==> config.mk <==
export PLATFORM = sky130hd
export DESIGN_NAME = bcd_seq_converter_flat
export DESIGN_NICKNAME = d
export VERILOG_FILES = /design/src/rtl/bcd_seq_converter_if.sv /design/src/rtl/bcd_seq_converter.sv /design/src/flat_wrapper.sv
export SDC_FILE = /design/constraint.sdc
export NUM_CORES = 1
export LEC_CHECK = 0
export ABC_AREA = 1
export CORE_ASPECT_RATIO = 1.25
export CORE_UTILIZATION = 57
export DETAILED_ROUTE_END_ITERATION = 10
export GPL_TIMING_DRIVEN = 1
export PLACE_DENSITY = 0.87
export SLEW_MARGIN = 20
export SYNTH_ARGS = -nofsm -noshare
export SYNTH_HDL_FRONTEND = slang
export SYNTH_SLANG_ARGS = --single-unit
==> constraint.sdc <==
create_clock -name clk -period 2 [get_ports clk]
set_clock_uncertainty 0.2 [all_clocks]
set_input_delay 0.6 -clock clk [delete_from_list [all_inputs] [get_ports clk]]
set_output_delay 0.6 -clock clk [all_outputs]
set_load 0.02 [all_outputs]
==> src/rtl/bcd_seq_converter_if.sv <==
// rtl/bcd_seq_converter_if.sv - binary input / packed BCD result bundle for bcd_seq_converter
interface bcd_seq_converter_if #(
   parameter int BIN_WIDTH = 16,
   parameter int DIGITS    = 4
);
   logic [BIN_WIDTH-1:0] bin_in;
   logic                 start;
   logic [4*DIGITS-1:0]  bcd_out;
   logic                 valid;
   logic                 busy;
   logic                 overflow;

   modport master (
      output bin_in, start,
      input  bcd_out, valid, busy, overflow
   );

   modport slave (
      input  bin_in, start,
      output bcd_out, valid, busy, overflow
   );
endinterface

==> src/rtl/bcd_seq_converter.sv <==
// rtl/bcd_seq_converter.sv - sequential shift-and-add-3 binary to packed BCD converter
module bcd_seq_converter #(
   parameter int BIN_WIDTH  = 16,
   parameter int DIGITS     = 4,
   parameter bit AUTO_START = 1'b1
) (
   input logic               clk,
   input logic               reset,
   bcd_seq_converter_if.slave bus
);

   function automatic int calc_digits(input int w);
      longint unsigned m;
      int n;
      m = (64'd1 << w) - 64'd1;
      n = 1;
      while (m >= 64'd10) begin
         m = m / 64'd10;
         n = n + 1;
      end
      return n;
   endfunction

   // Scratch always holds at least one digit above the displayed ones so overflow has a home.
   localparam int SD_MIN = calc_digits(BIN_WIDTH);
   localparam int SD     = (SD_MIN > DIGITS) ? SD_MIN : DIGITS + 1;
   localparam int CNT_W  = $clog2(BIN_WIDTH + 1);

   typedef enum logic [1:0] {IDLE, SHIFT, DONE} state_t;

   state_t               state_q, state_d;
   logic [BIN_WIDTH-1:0] bin_q, bin_d;
   logic [BIN_WIDTH-1:0] last_q, last_d;
   logic [4*SD-1:0]      scr_q, scr_d;
   logic [4*SD-1:0]      adj;
   logic [CNT_W-1:0]     cnt_q, cnt_d;
   logic [4*DIGITS-1:0]  bcd_q, bcd_d;
   logic                 valid_q, valid_d;
   logic                 busy_q, busy_d;
   logic                 ovf_q, ovf_d;
   logic                 trigger;
   logic                 hi_nonzero;

   assign trigger    = AUTO_START ? (bus.bin_in != last_q) : bus.start;
   assign hi_nonzero = |scr_q[4*SD-1:4*DIGITS];

   always_comb begin
      adj = '0;
      for (int i = 0; i < SD; i++) begin
         adj[4*i +: 4] = (scr_q[4*i +: 4] >= 4'd5) ? scr_q[4*i +: 4] + 4'd3 : scr_q[4*i +: 4];
      end
   end

   always_comb begin
      state_d = state_q;
      bin_d   = bin_q;
      last_d  = last_q;
      scr_d   = scr_q;
      cnt_d   = cnt_q;
      bcd_d   = bcd_q;
      valid_d = 1'b0;
      busy_d  = busy_q;
      ovf_d   = ovf_q;
      case (state_q)
         IDLE: begin
            if (trigger) begin
               bin_d   = bus.bin_in;
               last_d  = bus.bin_in;
               scr_d   = '0;
               cnt_d   = '0;
               busy_d  = 1'b1;
               state_d = SHIFT;
            end
         end
         SHIFT: begin
            {scr_d, bin_d} = {adj, bin_q} << 1;
            cnt_d = cnt_q + 1'b1;
            if (cnt_q == CNT_W'(BIN_WIDTH - 1)) begin
               state_d = DONE;
            end
         end
         DONE: begin
            ovf_d   = hi_nonzero;
            bcd_d   = hi_nonzero ? {DIGITS{4'h9}} : scr_q[4*DIGITS-1:0];
            valid_d = 1'b1;
            busy_d  = 1'b0;
            state_d = IDLE;
         end
         default: state_d = IDLE;
      endcase
   end

   always_ff @(posedge clk or negedge reset) begin
      if (!reset) begin
         state_q <= IDLE;
         bin_q   <= '0;
         last_q  <= '0;
         scr_q   <= '0;
         cnt_q   <= '0;
         bcd_q   <= '0;
         valid_q <= 1'b0;
         busy_q  <= 1'b0;
         ovf_q   <= 1'b0;
      end else begin
         state_q <= state_d;
         bin_q   <= bin_d;
         last_q  <= last_d;
         scr_q   <= scr_d;
         cnt_q   <= cnt_d;
         bcd_q   <= bcd_d;
         valid_q <= valid_d;
         busy_q  <= busy_d;
         ovf_q   <= ovf_d;
      end
   end

   assign bus.bcd_out  = bcd_q;
   assign bus.valid    = valid_q;
   assign bus.busy     = busy_q;
   assign bus.overflow = ovf_q;

endmodule

==> src/flat_wrapper.sv <==
// flat-port wrapper written by rule: the top's interface ports become plain ports
module bcd_seq_converter_flat 
#(
   parameter int BIN_WIDTH  = 16,
   parameter int DIGITS     = 4,
   parameter bit AUTO_START = 1'b1
)
  (clk, reset, bus_bin_in, bus_start, bus_bcd_out, bus_valid, bus_busy, bus_overflow);
  bcd_seq_converter_if #(.BIN_WIDTH(BIN_WIDTH), .DIGITS(DIGITS)) bus_i ();
  input logic clk;
  input logic reset;
  input wire logic [$bits(bus_i.bin_in)-1:0] bus_bin_in;
  input wire logic [$bits(bus_i.start)-1:0] bus_start;
  output wire logic [$bits(bus_i.bcd_out)-1:0] bus_bcd_out;
  output wire logic [$bits(bus_i.valid)-1:0] bus_valid;
  output wire logic [$bits(bus_i.busy)-1:0] bus_busy;
  output wire logic [$bits(bus_i.overflow)-1:0] bus_overflow;
  assign bus_i.bin_in = bus_bin_in;
  assign bus_i.start = bus_start;
  assign bus_bcd_out = bus_i.bcd_out;
  assign bus_valid = bus_i.valid;
  assign bus_busy = bus_i.busy;
  assign bus_overflow = bus_i.overflow;
  bcd_seq_converter #(.BIN_WIDTH(BIN_WIDTH), .DIGITS(DIGITS), .AUTO_START(AUTO_START)) u_core (.clk(clk), .reset(reset), .bus(bus_i));
endmodule
==> impl_metrics.sql, run 1 <==
INSERT INTO impl_metrics (metric_group, metric, value, unit) VALUES
('setup_path', 'arrival_time_worst_endpoint', '2.02', 'ns'),
('power', 'cellLeakagePower', '0.00259', 'uW'),
('setup_path', 'reg2reg_from', 'u_core.last_q[11]$_DFFE_PN0P_', ''),
('timing', 'slew_at_the_pin_closest_to_its_max_slew_limit', '0.428', 'ns'),
('global_routing', 'track_usage', '0.257', ''),
('power', 'post-layout-total-power', '7660', 'uW'),
('clock_tree', 'htreeDepth', '3', ''),
('setup_path', 'critical_path_source_type', 'primary input', ''),
('clock_tree', 'worst_setup_hold_path_clk_slew', '0.08', 'ns'),
('placed_design', 'dpl.cell_count', '649', ''),
('logic_synthesis', 'asyncSetResetFlopFracSynth', '1.00', ''),
('detailed_routing', 'drt_drc_violations_left', '0', ''),
('logic_synthesis', 'netlist_area', '3960', 'um^2'),
('clock_tree', 'cts_sinks', '78', ''),
('power', 'cellPowerDensity', '1590', 'nW/um^2'),
('detailed_routing', 'drt_first_pass_iters', '5', ''),
('die', 'coreArea', '6650', 'um^2'),
('logic_synthesis', 'synth_largest_area_cell', 'sky130_fd_sc_hd__dfrtp_1', ''),
('logic_synthesis', 'netlist_top_cells_area', 'sky130_fd_sc_hd__dfrtp_1 49%, sky130_fd_sc_hd__nand2_1 16%, sky130_fd_sc_hd__o21ai_0 6.7%', ''),
('setup_path', 'critical_path.most_common_cell', 'sky130_fd_sc_hd__nand2_1', ''),
('placed_design', 'gp_congestion', '0.849', ''),
('detailed_routing', 'detail_route.wirelength', '8860', 'um'),
('die', 'die_h', '95.2', 'um'),
('timing', 'report.final.setup_viol', '0', ''),
('logic_synthesis', 'synth.cells.most_frequent', '166 x sky130_fd_sc_hd__nand2_1, 78 x sky130_fd_sc_hd__dfrtp_1, 62 x sky130_fd_sc_hd__inv_1', ''),
('run', 'maxCapViolCount', '0', ''),
('global_routing', 'first_global_vias', '3490', ''),
('global_routing', 'grt_antenna_before_repair', '0', ''),
('setup_path', 'crit_cells', '13', ''),
('detailed_routing', 'via_per_inst', '5.31', ''),
('global_routing', 'pin_count_of_the_biggest_net_entering_global_routing', '79', ''),
('finish', 'final.fill_count', '506', ''),
('die', 'start_util', '0.596', ''),
('power', 'ir_worst_vdd', '0.00106', 'V'),
('global_routing', 'groute.layer.met3.usage', '0.0545', ''),
('global_routing', 'grt_util_met2', '0.496', ''),
('placed_design', 'detailed_place_hpwl', '5700', 'um'),
('die', 'io_pins', '38', ''),
('detailed_routing', 'postRouteAntennaNets', '0', ''),
('logic_synthesis', 'mappedNetlistNets', '547', ''),
('setup_path', 'critical-path-slowest-cell', 'sky130_fd_sc_hd__dlygate4sd2_1', ''),
('logic_synthesis', 'synth_enable_flop_cells', '0', ''),
('hold_path', 'hold_path_class', 'in -> async', ''),
('placed_design', 'placement.cell_area', '4550', 'um^2'),
('finish', 'instances_no_fill', '668', ''),
('timing', 'period_share', '0.985', ''),
('run_status', 'run_status', 'completed', ''),
('setup_path', 'logic_depth_of_the_worst_register_to_register_path', '12', ''),
('logic_synthesis', 'synth_seq_cells', '78', ''),
('setup_path', 'critPathBufInv', '5', ''),
('logic_synthesis', 'sequential_area_share_after_synthesis', '0.492', ''),
('finish', 'layout.nets', '608', ''),
('timing', 'final_max_slew_viol_count', '0', ''),
('clock_tree', 'cts-root-to-sink-buffers', '2', ''),
('finish', 'drive_above_1_share', '0.102', ''),
('global_routing', 'global_route.usage.met1', '0.266', ''),
('finish', 'layout.cell_area.non_filler', '4810', 'um^2'),
('die', 'rows', '33', ''),
('setup_path', 'endpoint_kind', 'flop', ''),
('timing', 'min_period', '1.97', 'ns'),
('setup_path', 'critical_path_class', 'in -> reg', ''),
('clock_tree', 'clock_insertion_delay_worst_skew', '0.36', 'ns'),
('timing', 'finalHoldViolCount', '0', ''),
('die', 'fp.dieArea', '7290', 'um^2'),
('setup_path', 'rrSetupSlack', '0.12', 'ns'),
('logic_synthesis', 'yosysWarningCount', '0', ''),
('logic_synthesis', 'synthMostInstantiatedCell', 'sky130_fd_sc_hd__nand2_1', ''),
('clock_tree', 'clock_tree.root_cell', 'sky130_fd_sc_hd__clkbuf_8', ''),
('logic_synthesis', 'synth.lib_cells_used.distinct', '20', ''),
('logic_synthesis', 'yosys_most_used_dff', 'sky130_fd_sc_hd__dfrtp_1', ''),
('setup_path', 'path_delay_family', 'simple AND/OR/NAND/NOR gates', '');
## routing by layer
metal | vias to the layer above | part of all wire
met5 | - | 0
met4 | 0 | 0.019
met3 | 17 | 0.050
met2 | 108 | 0.53
met1 | 1686 | 0.40
li1 | 1739 | -
## cells in the final DEF (no fill, tap or decap), types with 2 or more instances in the layout
master,n
sky130_fd_sc_hd__nand2_1,164
sky130_fd_sc_hd__dfrtp_1,78
sky130_fd_sc_hd__inv_1,62
sky130_fd_sc_hd__o21ai_0,53
sky130_fd_sc_hd__nand3_1,49
sky130_fd_sc_hd__dlygate4sd2_1,35
sky130_fd_sc_hd__nor2_1,31
sky130_fd_sc_hd__buf_4,28
sky130_fd_sc_hd__a21oi_1,23
sky130_fd_sc_hd__ha_1,13
sky130_fd_sc_hd__clkbuf_8,12
sky130_fd_sc_hd__o21ai_1,5
sky130_fd_sc_hd__xor2_1,4
sky130_fd_sc_hd__buf_6,4
sky130_fd_sc_hd__or2_2,3
sky130_fd_sc_hd__nor2_2,2
sky130_fd_sc_hd__nand2_4,2
sky130_fd_sc_hd__nand4_1,2
sky130_fd_sc_hd__clkinv_1,2
sky130_fd_sc_hd__bufinv_16,2
sky130_fd_sc_hd__buf_12,2
## flip-flops by register name, indices dropped and copies added, names as in the netlist
| register | cells |
|---|---|
| u_core.bus.overflow | 1 |
| u_core.last_q | 16 |
| u_core.bus.busy | 1 |
| u_core.bus.bcd_out | 16 |
| u_core.state_q | 2 |
| u_core.bus.valid | 1 |
| u_core.bin_q | 16 |
| u_core.scr_q | 20 |
| u_core.cnt_q | 5 |
## per-stage QoR
stage	setup TNS, ns	utilization	hold slack, ns
final	0	0.724	0.0299
after global routing	-0.247	0.724	0.0981
after CTS	0	0.724	0.0709
after detailed placement	-25.75	0.685	0.274
after global placement	-23.55	0.685	0.269
after floorplan	0	-	0.104
## worst max-delay path by stage
stage	slack, ns	end
global route	-0.04	u_core.last_q[0]$_DFFE_PN0P_
global placement	-0.46	u_core.state_q[0]$_DFFE_PN0P_
detailed placement	-0.50	u_core.bin_q[13]$_DFFE_PN0P_
finish	0.03	u_core.last_q[0]$_DFFE_PN0P_
floorplan	0.20	u_core.bin_q[14]$_DFFE_PN0P_
CTS	0.12	bus_bcd_out[14]
## where the power goes
group	switching, uW	total, uW	internal [uW]	leakage, uW
Sequential	561	2870	2310	0.000951
Combinational	2090	3420	1320	0.00152
Clock	567	1370	804	0.000120
Total	3220	7660	4440	0.00259
## logic make-up after synthesis
kind of cell               share of synthesized area
adders and majority gates                     0.0410
xor gates and xnor gates                     0.00884
AOI/OAI and AO/OA                              0.102
and+or+nand+nor                                0.261
buffers and inverters                         0.0944
DFF                                            0.492
## timing repair
item / in CTS / in global routing
hold buffers: 0 / 0
hold endpoints to repair: 0 / 0
setup endpoints to repair: 71 / 6
resized for setup: 47 / 1
pin swaps: 12 / 0
buffers inserted: 3 / 0
## layout make-up
cell class	instances	area, um^2	share of cell area
Sequential cell	78	1950	0.405
Multi-Input combinational cell	353	1660	0.345
Timing Repair Buffer	70	617	0.128
Inverter	64	240	0.0499
Clock buffer	13	169	0.0351
Tap cell	87	109	0.0226
Clock inverter	3	65.1	0.0135
No activity file was read; power rests on OpenSTA's default activity.
==> run 2, diff against run 1 <==
RECOVER_POWER = 50   (was default)
==> run 2 against run 1 <==
Net effect: wire length barely moved; clock power is essentially flat; first-iteration DRC count unchanged; clock-buffer cell count stayed put; core utilization is 0.19 points lower; combinational power hardly changed; maximum frequency is essentially flat; critical endpoint unchanged.
==> impl_metrics.sql, run 2 (synthesis results as in run 1) <==
INSERT INTO impl_metrics (metric_group, metric, value, unit) VALUES
('finish', 'flow.area_growth_from_synthesis', '21.1', '%'),
('clock_tree', 'clock_tree.root_cell', 'sky130_fd_sc_hd__clkbuf_8', ''),
('timing', 'slew_at_the_pin_closest_to_its_max_slew_limit', '1.06', 'ns'),
('global_routing', 'first_global_vias', '3490', ''),
('detailed_routing', 'drt-wirelength-per-cell', '13.3', 'um'),
('finish', 'num_antenna_cells', '0', ''),
('hold_path', 'hold_path_class', 'reg -> reg', ''),
('timing', 'min_period', '1.97', 'ns'),
('timing', 'finalHoldViolCount', '0', ''),
('clock_tree', 'tritoncts', 'built', ''),
('detailed_routing', 'postRouteAntennaNets', '0', ''),
('detailed_routing', 'drt_drc_violations_left', '0', ''),
('global_routing', 'track_usage', '0.257', ''),
('finish', 'drive_above_1_share', '0.102', ''),
('die', 'fp.dieW', '76.6', 'um'),
('global_routing', 'pin_count_of_the_biggest_net_entering_global_routing', '79', ''),
('timing', 'report.final.setup_viol', '0', ''),
('timing', 'finalSetupTns', '0', 'ns'),
('finish', 'largest_register_ff_count', '20', ''),
('die', 'coreArea', '6650', 'um^2'),
('clock_tree', 'clock_insertion_delay_worst_skew', '0.36', 'ns'),
('clock_tree', 'cts_sinks', '78', ''),
('timing', 'hold_ws', '0.280', 'ns'),
('die', 'io_pins', '38', ''),
('detailed_routing', 'drt_first_pass_iters', '5', ''),
('timing', 'period_share', '0.985', ''),
('clock_tree', 'cts_buffer_count', '9', ''),
('die', 'start_util', '0.596', ''),
('setup_path', 'cp.required', '2.05', 'ns'),
('die', 'fp.dieArea', '7290', 'um^2'),
('run_status', 'run_status', 'completed', ''),
('clock_tree', 'htreeDepth', '3', ''),
('global_routing', 'grt_first_pass_wirelength', '14600', 'um'),
('power', 'cellLeakagePower', '0.00258', 'uW'),
('global_routing', 'grt_antenna_before_repair', '0', ''),
('detailed_routing', 'detail_route.wirelength', '8860', 'um'),
('placed_design', 'dpl.cell_count', '649', ''),
('timing', 'slew_headroom', '0.293', ''),
('timing', 'fmax', '507', 'MHz'),
('finish', 'instances_no_fill', '668', ''),
('detailed_routing', 'first_iter_violations', '250', ''),
('setup_path', 'critical_path_class', 'in -> reg', ''),
('finish', 'most-common-layout-cells', '164 x sky130_fd_sc_hd__nand2_1, 78 x sky130_fd_sc_hd__dfrtp_1, 62 x sky130_fd_sc_hd__inv_1, 53 x sky130_fd_sc_hd__o21ai_0, 49 x sky130_fd_sc_hd__nand3_1', ''),
('finish', 'largest_register', 'u_core.scr_q', ''),
('die', 'rows', '33', ''),
('placed_design', 'port_buffers', '36', ''),
('clock_tree', 'worst_setup_hold_path_clk_slew', '0.07', 'ns'),
('finish', 'layout.nets', '608', ''),
('timing', 'final_max_slew_viol_count', '0', ''),
('detailed_routing', 'via_per_inst', '5.32', ''),
('run', 'maxCapViolCount', '0', ''),
('detailed_routing', 'vias', '3556', ''),
('die', 'die_h', '95.2', 'um'),
('global_routing', 'overflow', '0', ''),
('finish', 'mostFrequentLayoutCell', 'sky130_fd_sc_hd__nand2_1', ''),
('placed_design', 'gp_congestion', '0.849', ''),
('placed_design', 'detailed_place_hpwl', '5700', 'um'),
('power', 'ir_worst_vdd', '0.00106', 'V'),
('setup_path', 'endpoint_kind', 'flop', ''),
('setup_path', 'cp_max_fo', '2', ''),
('clock_tree', 'cts-root-to-sink-buffers', '2', ''),
('power', 'cellPowerDensity', '1590', 'nW/um^2'),
('setup_path', 'critical_path_source_type', 'primary input', ''),
('setup_path', 'arrival_time_worst_endpoint', '2.02', 'ns');
[run 2: per-stage QoR]
| stage | utilization | setup slack, ns | total power [uW] | area (um^2) |
|---|---|---|---|---|
| floorplan | - | 0.200 | 5210 | 3960 |
| global placement | 0.685 | -0.459 | 6040 | 4550 |
| detailed placement | 0.685 | -0.500 | 6270 | 4550 |
| CTS | 0.724 | 0.121 | 7640 | 4810 |
| global route | 0.722 | -0.0439 | 8260 | 4800 |
| finish | 0.722 | 0.0291 | 7650 | 4800 |
[run 2: final cells by class]
cell class	count	area [um^2]
well taps	87	109
clock buffers	13	169
inverters	64	240
repair buffers	70	604
multi-input cells	353	1660
clock inverters	3	65.1
flip-flops and latches	78	1950
fillers	508	1850
[run 2: report_power, final]
part	internal [uW]	total [uW]	switching [uW]
registers	2310	2870	562
clock network	804	1370	565
logic	1320	3410	2090
total	4430	7650	3220
[run 2: critical path: stages]
cell	delay, ns
sky130_fd_sc_hd__dlygate4sd2_1	0.22
sky130_fd_sc_hd__inv_1	0.06
sky130_fd_sc_hd__nand2_1	0.06
sky130_fd_sc_hd__nand2_1	0.07
sky130_fd_sc_hd__nor2_1	0.10
sky130_fd_sc_hd__nand2_1	0.08
sky130_fd_sc_hd__nor2_1	0.19
sky130_fd_sc_hd__nand2_2	0.13
sky130_fd_sc_hd__buf_4	0.16
sky130_fd_sc_hd__buf_4	0.12
sky130_fd_sc_hd__buf_4	0.12
sky130_fd_sc_hd__nand3_2	0.06
sky130_fd_sc_hd__nand2_1	0.06
[run 2: per-layer routing]
metal  global-route usage  routed length (um)
met2                0.496                4690
met4                0.117                 164
met1                0.266                3560
met3               0.0545                 439
met5                    0                   0
[run 2: final timing paths]
path | startpoint | endpoint | slack [ns] | cells past startpoint
min reg2reg | u_core.bus.bcd_out[9]$_DFFE_PN0P_ | u_core.bus.bcd_out[9]$_DFFE_PN0P_ | 0.28 | 2
max | bus_bin_in[14] | u_core.last_q[0]$_DFFE_PN0P_ | 0.03 | 13
max reg2reg | u_core.last_q[11]$_DFFE_PN0P_ | u_core.last_q[0]$_DFFE_PN0P_ | 0.12 | 12
min in group asynchronous | reset | u_core.last_q[10]$_DFFE_PN0P_ | 0.33 | 2
max in group asynchronous | reset | u_core.last_q[13]$_DFFE_PN0P_ | 0.56 | 2
min | u_core.bus.bcd_out[9]$_DFFE_PN0P_ | u_core.bus.bcd_out[9]$_DFFE_PN0P_ | 0.28 | 2
[run 2: timing repair]
item | CTS | global route
gates resized for setup | 47 | 1
endpoints found under the hold margin | 0 | 0
setup buffers | 3 | 0
setup endpoints to repair | 71 | 6
hold buffers | 0 | 0
pin swaps | 12 | 0
==> run 3, diff against run 2 <==
SKIP_CTS_REPAIR_TIMING = 1   (was default)
SKIP_LAST_GASP = 1   (was default)
==> run 3 against run 2 <==
Net effect: critical path depth decreased by 1; sequential share of layout area decreased by 1.5 points; first-iteration DRC count decreased by 10%; worst hold slack improved by 0.00051 ns; final cell count increased by 0.15%; maximum frequency increased by 2.6%; critical path type is now reg -> reg; largest power group unchanged.
==> impl_metrics.sql, run 3 (synthesis results as in run 1) <==
INSERT INTO impl_metrics (metric_group, metric, value, unit) VALUES
('clock_tree', 'cts-root-to-sink-buffers', '2', ''),
('placed_design', 'gp_congestion', '0.849', ''),
('global_routing', 'track_usage', '0.250', ''),
('timing', 'min_period', '1.92', 'ns'),
('power', 'post-layout-total-power', '7900', 'uW'),
('hold_path', 'timing.hold.worst_path_depth', '2', ''),
('die', 'io_pins', '38', ''),
('timing', 'final_max_slew_viol_count', '0', ''),
('setup_path', 'endpoint_kind', 'flop', ''),
('power', 'ir_worst_vdd', '0.00103', 'V'),
('hold_path', 'hold_path_class', 'reg -> reg', ''),
('clock_tree', 'tritoncts', 'built', ''),
('timing', 'finalSetupTns', '0', 'ns'),
('timing', 'hold_ws', '0.281', 'ns'),
('global_routing', 'grt_antenna_before_repair', '0', ''),
('detailed_routing', 'postRouteAntennaNets', '0', ''),
('die', 'die_h', '95.2', 'um'),
('setup_path', 'timing.rr.end', 'u_core.bin_q[1]$_DFFE_PN0P_', ''),
('detailed_routing', 'drt_first_pass_iters', '5', ''),
('global_routing', 'overflow', '0', ''),
('detailed_routing', 'via_per_inst', '5.34', ''),
('setup_path', 'critical_path_class', 'reg -> reg', ''),
('global_routing', 'first_global_vias', '3466', ''),
('detailed_routing', 'vias', '3570', ''),
('die', 'fp.dieArea', '7290', 'um^2'),
('finish', 'largest_register', 'u_core.scr_q', ''),
('finish', 'flow.area_growth_from_synthesis', '25.9', '%'),
('finish', 'most-common-layout-cells', '163 x sky130_fd_sc_hd__nand2_1, 78 x sky130_fd_sc_hd__dfrtp_1, 60 x sky130_fd_sc_hd__inv_1, 52 x sky130_fd_sc_hd__o21ai_0, 50 x sky130_fd_sc_hd__nand3_1', ''),
('detailed_routing', 'drt-wirelength-per-cell', '13.8', 'um'),
('setup_path', 'cp.required', '2.04', 'ns'),
('timing', 'period_share', '0.961', ''),
('finish', 'layout.cell_area.non_filler', '4990', 'um^2'),
('detailed_routing', 'first_iter_violations', '224', ''),
('placed_design', 'pre_cts_ws', '-0.500', 'ns'),
('die', 'coreArea', '6650', 'um^2'),
('timing', 'final.setup.worst_slack', '0.0782', 'ns'),
('hold_path', 'min_delay_worst_endpoint', 'u_core.bus.bcd_out[9]$_DFFE_PN0P_', ''),
('placed_design', 'placement.cell_area', '4550', 'um^2'),
('hold_path', 'worstHoldStart', 'u_core.bus.bcd_out[9]$_DFFE_PN0P_', ''),
('finish', 'mostFrequentLayoutCell', 'sky130_fd_sc_hd__nand2_1', ''),
('run', 'maxCapViolCount', '0', ''),
('finish', 'num_antenna_cells', '0', ''),
('setup_path', 'logic_depth_of_the_worst_register_to_register_path', '12', ''),
('global_routing', 'pin_count_of_the_biggest_net_entering_global_routing', '79', ''),
('clock_tree', 'cts_buffer_count', '9', ''),
('setup_path', 'rrSetupSlack', '0.08', 'ns'),
('placed_design', 'detailed_place_hpwl', '5700', 'um'),
('die', 'start_util', '0.596', ''),
('timing', 'slew_at_the_pin_closest_to_its_max_slew_limit', '1.05', 'ns'),
('power', 'cellPowerDensity', '1580', 'nW/um^2'),
('setup_path', 'critical_path_source_type', 'flop', ''),
('detailed_routing', 'drt_drc_violations_left', '0', ''),
('die', 'fp.dieW', '76.6', 'um'),
('timing', 'slew_headroom', '0.301', ''),
('placed_design', 'port_buffers', '36', ''),
('finish', 'drive_above_1_share', '0.110', ''),
('clock_tree', 'clock_tree.root_cell', 'sky130_fd_sc_hd__clkbuf_8', ''),
('die', 'rows', '33', ''),
('setup_path', 'arrival_time_worst_endpoint', '1.96', 'ns'),
('clock_tree', 'worst_setup_hold_path_clk_slew', '0.07', 'ns'),
('clock_tree', 'clock_insertion_delay_worst_skew', '0.36', 'ns'),
('finish', 'final.fill_count', '466', ''),
('timing', 'finalHoldViolCount', '0', ''),
('detailed_routing', 'detail_route.wirelength', '9250', 'um'),
('clock_tree', 'htreeDepth', '3', ''),
('finish', 'layout.nets', '609', ''),
('setup_path', 'cp_max_fo', '8', ''),
('run_status', 'run_status', 'completed', ''),
('finish', 'largest_register_ff_count', '20', ''),
('clock_tree', 'cts_sinks', '78', ''),
('timing', 'report.final.setup_viol', '0', ''),
('setup_path', 'reg2reg_from', 'u_core.last_q[13]$_DFFE_PN0P_', ''),
('power', 'cellLeakagePower', '0.00289', 'uW'),
('timing', 'fmax', '520', 'MHz'),
('global_routing', 'grt_first_pass_wirelength', '14300', 'um');
## run 3: where the power goes
part	total, uW	leakage [uW]	switching [uW]	internal [uW]
combinational	3650	0.00182	2170	1480
sequential	2880	0.000951	574	2310
clock	1370	0.000120	563	804
## run 3: critical path, stage by stage, from the launching register on
cell and delay [ns]:
sky130_fd_sc_hd__dfrtp_1 0.38, sky130_fd_sc_hd__inv_1 0.05, sky130_fd_sc_hd__nand2_1 0.05, sky130_fd_sc_hd__nand2_1 0.05, sky130_fd_sc_hd__nor2_1 0.11, sky130_fd_sc_hd__nand2_1 0.09, sky130_fd_sc_hd__nor2_1 0.17, sky130_fd_sc_hd__nand2_1 0.13
sky130_fd_sc_hd__nand2_4 0.21, sky130_fd_sc_hd__nand2_4 0.09, sky130_fd_sc_hd__buf_6 0.15, sky130_fd_sc_hd__nand2_1 0.06, sky130_fd_sc_hd__nand2_1 0.06
## run 3: layer usage
layer,up-vias,share of wire,GRT usage
met2,87,0.53,0.491
met1,1722,0.41,0.261
met4,0,0.022,0.106
met5,-,0,0
met3,23,0.041,0.0469
li1,1738,-,-
## run 3: per-stage QoR
step	std cells	util
floorplan	515	-
global placement	649	0.685
global route	669	0.751
finish	669	0.751
detailed placement	649	0.685
CTS	665	0.720
## run 3: layout make-up
cell class / instances / area (um^2) / area share
repair buffers: 71 / 791 / 0.158
well taps: 87 / 109 / 0.0218
flip-flops and latches: 78 / 1950 / 0.391
clock buffers: 13 / 169 / 0.0338
inverters: 64 / 240 / 0.0481
clock inverters: 3 / 65.1 / 0.0130
multi-input cells: 353 / 1670 / 0.334
## run 3: how the worst max path moves through the flow
stage | start | endpoint | cells past startpoint
global placement | bus_bin_in[4] | u_core.state_q[0]$_DFFE_PN0P_ | 11
detailed placement | bus_bin_in[7] | u_core.bin_q[13]$_DFFE_PN0P_ | 13
floorplan | bus_bin_in[2] | u_core.bin_q[14]$_DFFE_PN0P_ | 12
finish | u_core.last_q[13]$_DFFE_PN0P_ | u_core.bin_q[1]$_DFFE_PN0P_ | 12
global route | u_core.last_q[3]$_DFFE_PN0P_ | u_core.bin_q[1]$_DFFE_PN0P_ | 12
CTS | u_core.bus.bcd_out[15]$_DFFE_PN0P_ | bus_bcd_out[15] | 1
